File: src/rtl/hazard_ctrl.sv
// Pipeline hazard controller: load-use and HI/LO-busy stalls, branch flush,
// mult/div occupancy tracking and a saturating stalled-cycle counter.
module hazard_ctrl #(
  parameter int unsigned MUL_CYCLES = 4,
  parameter int unsigned DIV_CYCLES = 32
) (
  input  logic        clk,
  input  logic        rst,
  input  logic [4:0]  rs_d,
  input  logic [4:0]  rt_d,
  input  logic [4:0]  rt_e,
  input  logic        memread_e,
  input  logic        md_start_e,
  input  logic        md_is_div_e,
  input  logic        hilo_use_d,
  input  logic        branch_taken_d,
  input  logic        clr_cnt,
  output logic        stall_f,
  output logic        stall_d,
  output logic        flush_d,
  output logic        flush_e,
  output logic        md_busy,
  output logic        md_done,
  output logic [31:0] stall_cnt
);

  typedef enum logic {RUN, MD_WAIT} state_t;

  localparam logic [7:0] MUL_LD = 8'(MUL_CYCLES - 1);
  localparam logic [7:0] DIV_LD = 8'(DIV_CYCLES - 1);

  state_t     state;
  logic [7:0] cnt;
  logic       lu, mdh, stall;

  assign lu  = memread_e & (rt_e != 5'd0) & ((rt_e == rs_d) | (rt_e == rt_d));
  assign mdh = md_busy & hilo_use_d;

  // Reset masks every hazard output so inputs are ignored during rst.
  assign stall   = ~rst & (lu | mdh);
  assign stall_f = stall;
  assign stall_d = stall;
  assign flush_e = stall;
  assign flush_d = ~rst & branch_taken_d & ~stall;
  assign md_busy = ~rst & (state == MD_WAIT);
  assign md_done = ~rst & (state == MD_WAIT) & (cnt == 8'd0);

  always_ff @(posedge clk) begin
    if (rst) begin
      state     <= RUN;
      cnt       <= 8'd0;
      stall_cnt <= 32'd0;
    end else begin
      case (state)
        RUN: begin
          if (md_start_e) begin
            state <= MD_WAIT;
            cnt   <= md_is_div_e ? DIV_LD : MUL_LD;
          end
        end
        MD_WAIT: begin
          // New starts are dropped while the unit is occupied.
          if (cnt == 8'd0) state <= RUN;
          else             cnt   <= cnt - 8'd1;
        end
        default: state <= RUN;
      endcase

      if (clr_cnt)                    stall_cnt <= 32'd0;
      else if (stall && ~&stall_cnt)  stall_cnt <= stall_cnt + 32'd1;
    end
  end

endmodule
File: config.mk
export PLATFORM = sky130hd
export DESIGN_NAME = hazard_ctrl
export DESIGN_NICKNAME = d
export VERILOG_FILES = /design/src/rtl/hazard_ctrl.sv
export SDC_FILE = /design/constraint.sdc
export NUM_CORES = 1
export LEC_CHECK = 0
export ABC_AREA = 1
export BUFFER_PORTS_ARGS = -buffer_cell sky130_fd_sc_hd__buf_2
export CAP_MARGIN = 20
export CORE_ASPECT_RATIO = 2
export CORE_MARGIN = 2
export CORE_UTILIZATION = 35
export DETAILED_ROUTE_END_ITERATION = 12
export GPL_TIMING_DRIVEN = 0
export PLACE_DENSITY_LB_ADDON = 0.05
export SYNTH_ARGS = -nofsm -noshare
export SYNTH_HDL_FRONTEND = slang
export SYNTH_SLANG_ARGS = --single-unit
File: constraint.sdc
create_clock -name clk -period 3.4 [get_ports clk]
set_input_delay 0.85 -clock clk [delete_from_list [all_inputs] [get_ports clk]]
set_output_delay 0.85 -clock clk [all_outputs]
set_load 0.01 [all_outputs]
## Word level (Yosys, flattened, before mapping)

Index checks and enable logic that the tools add are counted.

- $add $sub $neg: 2
- Bitwise gates (word level): 13
- Shifts and indexed selects: 0
- Multiply operators: 0
- Magnitude comparators: 0
- Muxes and demuxes: 7
- Reduce and logical (&&, ||, !) cells: 7
- Equal/unequal tests: 4
- Divide/modulo/power cells: 0

Operator list:

| operator | number |
|---|---|
| $add A32 B1 Y32 const B | 1 |
| $reduce_and A32 Y1 | 1 |
| $mux W8 | 2 |
| $pmux W8 S2 | 1 |
| $eq A5 B5 Y1 | 2 |
| $and A1 B1 Y1 | 8 |
| $logic_not A8 Y1 | 1 |
| $sub A8 B1 Y8 const B | 1 |
| $mux W5 | 1 |
| $reduce_bool A5 Y1 | 1 |
| $ne A2 B2 Y1 const B | 2 |
| $not A1 Y1 | 3 |
| $mux W1 | 2 |
| $or A1 B1 Y1 | 2 |
| $pmux W1 S2 | 1 |
| $reduce_and A2 Y1 | 1 |
| $reduce_or A2 Y1 | 1 |
| $logic_and A1 B1 Y1 | 1 |
| $logic_not A1 Y1 | 1 |

- Memory bits (read-only): 0
- Bits in latches: 0
- Memories kept: 0
- Input bits: 23
- Memory bits (writable): 0
- Flip-flop bits (word level): 41

## Depth between registers and ports, before layout

Gate-level depths: netlist of run 1.

- Depth after elaboration: 7
- Gate-level depth with buffers: 14
- Mapped depth without buffers: 13

## Worst setup path after synthesis of run 1

No wires, ideal clock.

- Kind: input-to-output
- Start point: in rt_e[3]
- End point: out flush_d
- Arrival time: 1.747 ns
- Stages on the path: 9
- Path buffers: 2
- Required time: 2.550 ns
- Path slack: 0.803 ns
- Cell sequence: inv_1 -> nand4_1 -> o21ai_0 -> inv_1 -> nand2_2 -> nand2_4 -> buf_12 -> buf_6 -> nor2_1

- Cells in the longest elaborated chain, start to end: 7

RTL lines:

| element | line | RTL |
|---|---|---|
| from (decl) | 11 | `input logic [4:0] rt_e,` |
| $eq A5 B5 Y1 or $reduce_bool A5 Y1 (tied branches) | 36 | `assign lu = memread_e & (rt_e != 5'd0) & ((rt_e == rs_d) \| (rt_e == rt_d));` |
| $or A1 B1 Y1 or $and A1 B1 Y1 (tied branches) | 36 |  |
| $and A1 B1 Y1 * | 36 |  |
| $or A1 B1 Y1 * | 40 | `assign stall = ~rst & (lu \| mdh);` |
| $and A1 B1 Y1 * | 40 |  |
| $not A1 Y1 * | 44 | `assign flush_d = ~rst & branch_taken_d & ~stall;` |
| $and A1 B1 Y1 * | 44 |  |
| to (decl) | 20 | `output logic flush_d,` |

Mark *: on every way between the ends. The rest lies on a longest branch, timed or not.

## Final worst setup path of run 1

- Start point: in rt_e[1]
- End point: out flush_d

The elaborated chain is that of the path after synthesis.

==> results of run 1 <==
power breakdown:
part           leakage (nW)  internal (mW)  total (mW)  switching (mW)
clock                0.0621          0.272       0.492           0.220
sequential            0.332          0.494       0.508          0.0143
combinational          1.36         0.0721       0.197           0.125
worst min-delay path by stage:
stage,endpoint,slack [ps],cells after the start
2_1_floorplan,cnt[7],450,2
3_3_place_gp,cnt[7],480,2
3_5_place_dp,cnt[7],490,2
4_1_cts,cnt[7],500,2
5_1_grt,cnt[7],530,2
6_report,cnt[7],500,2
worst register-to-register path, stage by stage, from the launching register on:
cell and delay, ps:
dfxtp_1 380, ha_1 210, nand2_2 70, nor2_2 140, nand2_2 110, nor2_4 170
nand3_4 130, buf_6 180, nand2_1 100, nor2_1 70, nand3_1 80, nand2_1 50
nand2_1 50, nor2_1 30
synth_stat cells, types with 5 or more instances:
cell type  instances
buf_2              5
inv_1             87
nor3_1             6
nor2_2             6
nor2_1            84
buf_6              5
nand4_1           37
a21oi_1           14
o21ai_0            8
nand3_1           34
nand2_1          156
nand2_2            8
dfxtp_1           41
sequential cells by signal, indices dropped and copies added, names as in the netlist:
name,flops
cnt,8
stall_cnt,32
state,1
layout make-up:
cell class	count	area (um2)
Clock inverter	3	22.5
Buffer	20	150
Multi-Input combinational cell	381	1800
Inverter	91	342
Sequential cell	41	821
Fill cell	1016	4970
Tap cell	100	125
Timing Repair Buffer	59	295
Clock buffer	5	125
metrics by stage:
step / instances / power, mW / hold WS [ps]
after floorplan: 533 / 0.651 / 453
after global placement: 692 / 0.715 / 482
after detailed placement: 692 / 0.719 / 491
after CTS: 700 / 1.22 / 502
after global routing: 700 / 1.26 / 532
final: 700 / 1.20 / 502
routing by layer:
metal / GRT usage (%) / wire length (um) / vias to the layer above
met5: 0 / 0 / -
met4: 8.70 / 218 / 0
met3: 2.71 / 243 / 15
met2: 42.1 / 5550 / 55
met1: 19.6 / 3510 / 1531
li1: - / - / 1789
cell families (layout without fill, tap and decap cells):
family | after synthesis | count (layout)
fa+ha+maj | 3 | 3
xor+xnor | 5 | 5
buf+inv | 111 | 178
flops | 41 | 41
compound gates | 25 | 25
simple gates | 348 | 348
placed cells by master, fill, tap and decap left out, types with 3 or more instances in the layout:
master	n
buf_2	64
nand2_2	8
clkbuf_1	4
nand3b_1	4
nor2_2	6
clkbuf_16	5
buf_6	5
nand3_1	34
o21ai_0	8
nand2_1	156
nor2_1	84
a21oi_1	14
inv_2	4
clkinvlp_4	3
inv_1	87
ha_1	3
xnor2_1	3
nand4_1	37
nor2_4	3
nor3_1	6
buf_4	3
dfxtp_1	41
==> flow_summary.json, run 1 <==
{
  "status": "finished, final reports clean",
  "grt_max_degree": 15,
  "synth_compound_area_share_pct": 4.22,
  "post_cts_resized": 0,
  "reg2reg_depth": 13,
  "syn_area_um2": 3110,
  "grt_usage_pct": 20.5,
  "cts_buffers": 5,
  "r2r_end": "stall_cnt[27]",
  "synth.yosys.seq_area_share_pct": 26.4,
  "clock-skew-final_ps": 7.71,
  "vias": 3390,
  "overflow": 0,
  "path_cells": "buf_2, inv_1, nand4_1, o21ai_0, inv_1, nand2_2, nand2_4, buf_12, buf_6, nor2_1, buf_2",
  "dr.pass1.iters": 4,
  "post_drt_wl_per_cell_um": 13.6,
  "cts.sinks": 41,
  "path_max_fanout": 10,
  "slowest_stage": "o21ai_0",
  "yosysTopAreaCellShare_pct": 26.4,
  "postSynthAreaPerCell_um2": 5.84,
  "utilization_pct": 42.5,
  "synth_top_flop_cell": "dfxtp_1",
  "postRouteWirelength_um": 9510,
  "p_per_area_nw_per_um2": 326,
  "dpl.hpwl_um": 7570,
  "worst_pin_slew_ps": 619,
  "peakVddDrop_mv": 0.270,
  "gp_congestion": 0.854,
  "fin_crit_sh_pct": 84.6,
  "cts_setup_buffers": 0,
  "post-route-min-period_ps": 2870,
  "grt_pass1_wl_um": 15400,
  "yosys.area_share.simple_pct": 51.0,
  "fin_area_um2": 3680,
  "grt_setup_unrepaired": "no",
  "placed_area_um2": 3530,
  "min_path_type": "reg2reg",
  "synth.distinct_cells": 32,
  "grt_pass1_vias": 3251,
  "clk_pin_slew_ps": 60,
  "yosysTopAreaCell": "dfxtp_1",
  "coreArea_um2": 8650,
  "start_kind": "input port",
  "cp_data_required_time_ps": 2550,
  "endpoint": "flush_d",
  "clockRootBuffer": "clkbuf_16",
  "pin_count": 61,
  "syn2layout_area_growth_pct": 18.3,
  "setup_viol": 0,
  "critPathBufInv": 6,
  "worstPathArrival_ps": 2020,
  "synth_xor_xnor_area_share_pct": 1.41,
  "ys_ff_latch": 41,
  "synth_fp_nets": 559,
  "antenna_found_initial": 0,
  "hp-start": "cnt[7]",
  "synth_fa_ha_area_share_pct": 1.21,
  "timing.fmax_ghz": 0.348,
  "synth_warnings": 0,
  "cts_tree": "built",
  "timing.setup.tns_ps": 0,
  "relSlewSlack_pct": 58.7,
  "synth.area.top_cells": "dfxtp_1 (26%), nand2_1 (19%), inv_1 (10%)",
  "rrSetupSlack_ps": 1490,
  "hold_viol": 0,
  "clock_latency_ps": 300,
  "htreeDepth": 2,
  "startpoint": "rt_e[1]",
  "drcViolationCount": 0,
  "io_buffers": 59,
  "crit_family": "buffers and inverters",
  "ctsHoldBuffers": 0,
  "synth-async-reset-ratio_pct": 0,
  "rows": 48,
  "synth-edff-count": 0,
  "dieArea_um2": 9700,
  "slowest_delay_ps": 150,
  "die_w_um": 70.7,
  "viasPerCell": 4.84,
  "path_class": "in2out",
  "ctsLongestPathBuffers": 2,
  "power.leakage_nw": 1.75,
  "die_height_um": 137,
  "slew_viol_final": 0,
  "crit_path_end_kind": "primary output",
  "diodes": 0,
  "crit-reg2reg-launch": "stall_cnt[0]",
  "synth_top_family_by_area": "simple AND/OR/NAND/NOR gates",
  "dp_slack_ps": 500,
  "nets": 625,
  "drtIter0Drc": 121,
  "maxCapViolations": 0,
  "synthMuxAreaShare_pct": 0,
  "start_util_pct": 36.0,
  "worst_slack_ps": 525,
  "drive_gt1_share_pct": 18.5,
  "crit_cells": 11,
  "syn_inst": 533,
  "route.antenna.remaining_nets": 0
}
Power figures use the tool's default switching activity.
==> run 2, diff against run 1 <==
clock period = 2.36 ns   (was 3.4 ns; I/O delays follow)
==> flow_summary.json, run 2 (same netlist as run 1, synthesis figures left out) <==
{
  "path_class": "in2out",
  "ff_latch_area_um2": 821,
  "coreArea_um2": 8650,
  "grt_max_degree": 20,
  "slowest_delay_ps": 160,
  "ctsLongestPathBuffers": 2,
  "fin_area_um2": 3670,
  "pin_count": 61,
  "nFillCells": 1016,
  "route.antenna.remaining_nets": 0,
  "worstPathArrival_ps": 1620,
  "htreeDepth": 2,
  "p_per_area_nw_per_um2": 468,
  "place_inst": 692,
  "hold_viol": 0,
  "placed_area_um2": 3530,
  "gp_congestion": 0.854,
  "dr.pass1.iters": 4,
  "multi_input_comb_area_um2": 1800,
  "power.leakage_nw": 1.75,
  "crit_path_end_kind": "primary output",
  "top_layer_used": "met4",
  "cp_data_required_time_ps": 1770,
  "grt_pass1_wl_um": 15300,
  "peakVddDrop_mv": 0.389,
  "postRouteWirelength_um": 9390,
  "post-route-min-period_ps": 2210,
  "clock_latency_ps": 300,
  "dp_slack_ps": -20.3,
  "dpl.hpwl_um": 7570,
  "path_cells": "buf_2, inv_1, nand4_1, o21ai_1, inv_1, nand2_2, nand2_4, buf_12, nor2_1, buf_2",
  "die_w_um": 70.7,
  "cts_buffers": 5,
  "worst_slack_ps": 151,
  "worst_pin_slew_ps": 621,
  "cts.sinks": 41,
  "utilization_pct": 42.4,
  "wl_met3_um": 271,
  "timing.setup.tns_ps": 0,
  "relSlewSlack_pct": 58.6,
  "diodes": 0,
  "drtIter0Drc": 141,
  "antenna_found_initial": 0,
  "holdWs_ps": 501,
  "timing.fmax_ghz": 0.453,
  "dieArea_um2": 9700,
  "start_kind": "input port",
  "wl_met2_um": 5530,
  "status": "finished, final reports clean",
  "grt_setup_unrepaired": "no",
  "path_max_fanout": 19,
  "syn2layout_area_growth_pct": 17.9,
  "final_cell_count_no_fill": 698,
  "rows": 48,
  "grt_pass1_vias": 3248,
  "largest_registers": "stall_cnt (32), cnt (8), state (1)",
  "clock-skew-final_ps": 7.38,
  "grt_usage_pct": 20.3,
  "slowest_stage": "buf_12",
  "min_path_type": "reg2reg",
  "post_drt_wl_per_cell_um": 13.5,
  "io_buffers": 59,
  "drcViolationCount": 0,
  "die_height_um": 137,
  "largest-register": "stall_cnt",
  "slew_viol_final": 0,
  "nets": 623,
  "largest_register_ffs": 32,
  "ctsHoldBuffers": 0,
  "drive_gt1_share_pct": 18.6,
  "fin_crit_sh_pct": 93.6,
  "viasPerCell": 4.81,
  "clk_pin_slew_ps": 60,
  "clockRootBuffer": "clkbuf_16",
  "p_total_mw": 1.72,
  "start_util_pct": 36.0,
  "setup_viol": 0,
  "maxCapViolations": 0,
  "final_cell_mix": "nand2_1 (156), inv_1 (87), nor2_1 (84)",
  "cts_tree": "built",
  "overflow": 0,
  "cts_setup_buffers": 0,
  "vias": 3360,
  "final_common_cell": "nand2_1",
  "wl_met1_um": 3410
}
-- run 2: cell count changes in the layout (fill, tap and decap cells not counted), sizes merged --
cell and delta:
buf -1, clkbuf -1
-- run 2: where the power goes --
part	leakage (nW)	switching [mW]	total [mW]	internal, mW
sequential	0.332	0.0207	0.732	0.712
combinational	1.35	0.178	0.279	0.101
clock	0.0621	0.314	0.706	0.392
total	1.75	0.513	1.72	1.20
-- run 2: cell type report --
type / count / share of cell area, %
plain buffers: 18 / 3.68
well taps: 100 / 3.41
inverters: 91 / 9.31
multi-input cells: 381 / 49.1
clock buffers: 5 / 3.41
flip-flops and latches: 41 / 22.4
clock inverters: 3 / 0.614
repair buffers: 59 / 8.05
-- run 2: critical path, delay by kind of cell --
kind	cells	cell delay (ps)
simple gates	4	360
compound gates	1	130
buf+inv	5	550
-- run 2: repair_timing --
action / 4_1_cts / 5_1_grt
setup endpoints to repair: 1 / 3
gates resized for setup: 1 / 1
cloned: 0 / 0
-- run 2: layer usage --
metal	vias up	track usage [%]
met1	1504	19.3
met5	-	0
li1	1788	-
met4	0	8.39
met2	57	42.0
met3	11	2.63
-- run 2: path summary, 6_finish.rpt --
kind | start | end | slack, ps | cells past startpoint
setup / recovery | rt_e[1] | flush_d | 150 | 10
hold reg to reg | cnt[7] | cnt[7] | 500 | 2
hold / removal | cnt[7] | cnt[7] | 500 | 2
setup reg to reg | stall_cnt[0] | stall_cnt[27] | 450 | 13
==> run 3, diff against run 2 <==
CAP_MARGIN = unset   (was 20)
CORE_UTILIZATION = 32   (was 35)
==> flow_summary.json, run 3 (same netlist as run 1, synthesis figures left out) <==
{
  "dieArea_um2": 10600,
  "post_drt_wl_per_cell_um": 13.7,
  "slowest_delay_ps": 160,
  "vias": 3404,
  "fin_crit_sh_pct": 93.5,
  "start_util_pct": 33.1,
  "slowest_stage": "buf_12",
  "pin_count": 61,
  "gp_congestion": 0.851,
  "dpl.hpwl_um": 7710,
  "fin_area_um2": 3730,
  "path_max_fanout": 19,
  "grt_max_degree": 15,
  "relSlewSlack_pct": 58.3,
  "coreArea_um2": 9380,
  "post-route-min-period_ps": 2210,
  "drive_gt1_share_pct": 19.4,
  "largest_registers": "stall_cnt (32), cnt (8), state (1)",
  "status": "finished, final reports clean",
  "p_per_area_nw_per_um2": 521,
  "cts.sinks": 41,
  "nets": 624,
  "peakVddDrop_mv": 0.425,
  "p_total_mw": 1.94,
  "viasPerCell": 4.84,
  "largest_register_ffs": 32,
  "ctsLongestPathBuffers": 2,
  "postRouteWirelength_um": 9600,
  "clk_pin_slew_ps": 70,
  "setup_viol": 0,
  "syn2layout_area_growth_pct": 19.9,
  "clockRootBuffer": "clkbuf_16",
  "path_cells": "buf_2, inv_1, nand4_1, o21ai_1, inv_1, nand2_2, nand2_4, buf_12, nor2_1, buf_2",
  "antenna_found_initial": 0,
  "timing.setup.tns_ps": 0,
  "grt_usage_pct": 19.5,
  "crit_family": "buffers and inverters",
  "cts_setup_buffers": 0,
  "cp_data_required_time_ps": 1770,
  "drcViolationCount": 0,
  "rows": 50,
  "grt_pass1_vias": 3330,
  "final_common_cell": "nand2_1",
  "cts_tree": "built",
  "final_cell_mix": "nand2_1 (156), inv_1 (85), nor2_1 (82)",
  "hold_viol": 0,
  "route.antenna.remaining_nets": 0,
  "io_buffers": 59,
  "slew_viol_final": 0,
  "path_class": "in2out",
  "drtIter0Drc": 104,
  "start_kind": "input port",
  "dr.pass1.iters": 4,
  "holdWs_ps": 495,
  "clock_latency_ps": 290,
  "placed_area_um2": 3540,
  "clock-skew-final_ps": 3.71,
  "grt_setup_unrepaired": "no",
  "power.leakage_nw": 1.78,
  "largest-register": "stall_cnt",
  "crit_path_end_kind": "primary output",
  "htreeDepth": 2,
  "worst_pin_slew_ps": 625,
  "min_path_type": "reg2reg",
  "maxCapViolations": 0,
  "cts_buffers": 5,
  "timing.fmax_ghz": 0.453,
  "die_w_um": 73.7,
  "critPathBufInv": 5,
  "diodes": 0,
  "grt_pass1_wl_um": 16000,
  "overflow": 0,
  "die_height_um": 143,
  "worstPathArrival_ps": 1620
}
[run 3: changes by cell type in the layout (fill, tap and decap cells not counted), sizes merged]
cell      change
inv           +1
clkbuf        +1
clkinvlp      -3
bufinv        +2
[run 3: final timing paths]
| path | depth (start not counted) | slack [ps] | from | to |
|---|---|---|---|---|
| max | 10 | 150 | rt_e[2] | flush_d |
| min | 2 | 500 | cnt[7] | cnt[7] |
| max reg2reg | 13 | 440 | stall_cnt[0] | stall_cnt[27] |
| min reg2reg | 2 | 500 | cnt[7] | cnt[7] |
[run 3: tightest hold or removal path: cells and delay by family (launching register included)]
family             cells  cell delay, ps
DFF                    1             330
and+or+nand+nor        1              70
AOI/OAI and AO/OA      1              50
[run 3: stage by stage]
step	utilization (%)	setup WS [ps]	cells
finish	39.7	153	703
global route	39.7	26.5	703
CTS	39.7	0.922	704
detailed placement	37.7	-54.1	696
global placement	37.7	-31.4	696
floorplan	-	283	533
[run 3: final cells by class]
cell class,count,area [um2]
multi-input combinational,381,1810
clock buffer,5,125
tap,104,130
buffer,19,140
sequential,41,821
inverter,91,342
timing repair buffer,59,295
fill,1067,5660
clock inverter,3,68.8
[run 3: metal layers]
layer	vias to the layer above	global-route usage (%)	share of wire, %
met4	0	7.08	1.9
met1	1543	20.5	38
met2	65	37.7	57
met5	-	0	0
li1	1783	-	-
met3	13	2.45	3.6
[run 3: power by group]
group / internal (mW) / switching, mW
combinational: 0.102 / 0.181
clock: 0.611 / 0.318
sequential: 0.711 / 0.0199
total: 1.42 / 0.518
[run 3: what timing repair did]
| action | in CTS | in global routing |
|---|---|---|
| pin swaps | 2 | 0 |
| hold buffers | 0 | 0 |
| hold endpoints to repair | 0 | 0 |
| cloned | 0 | 0 |
| endpoints found under the setup margin | 1 | 3 |
| gates resized for setup | 3 | 5 |
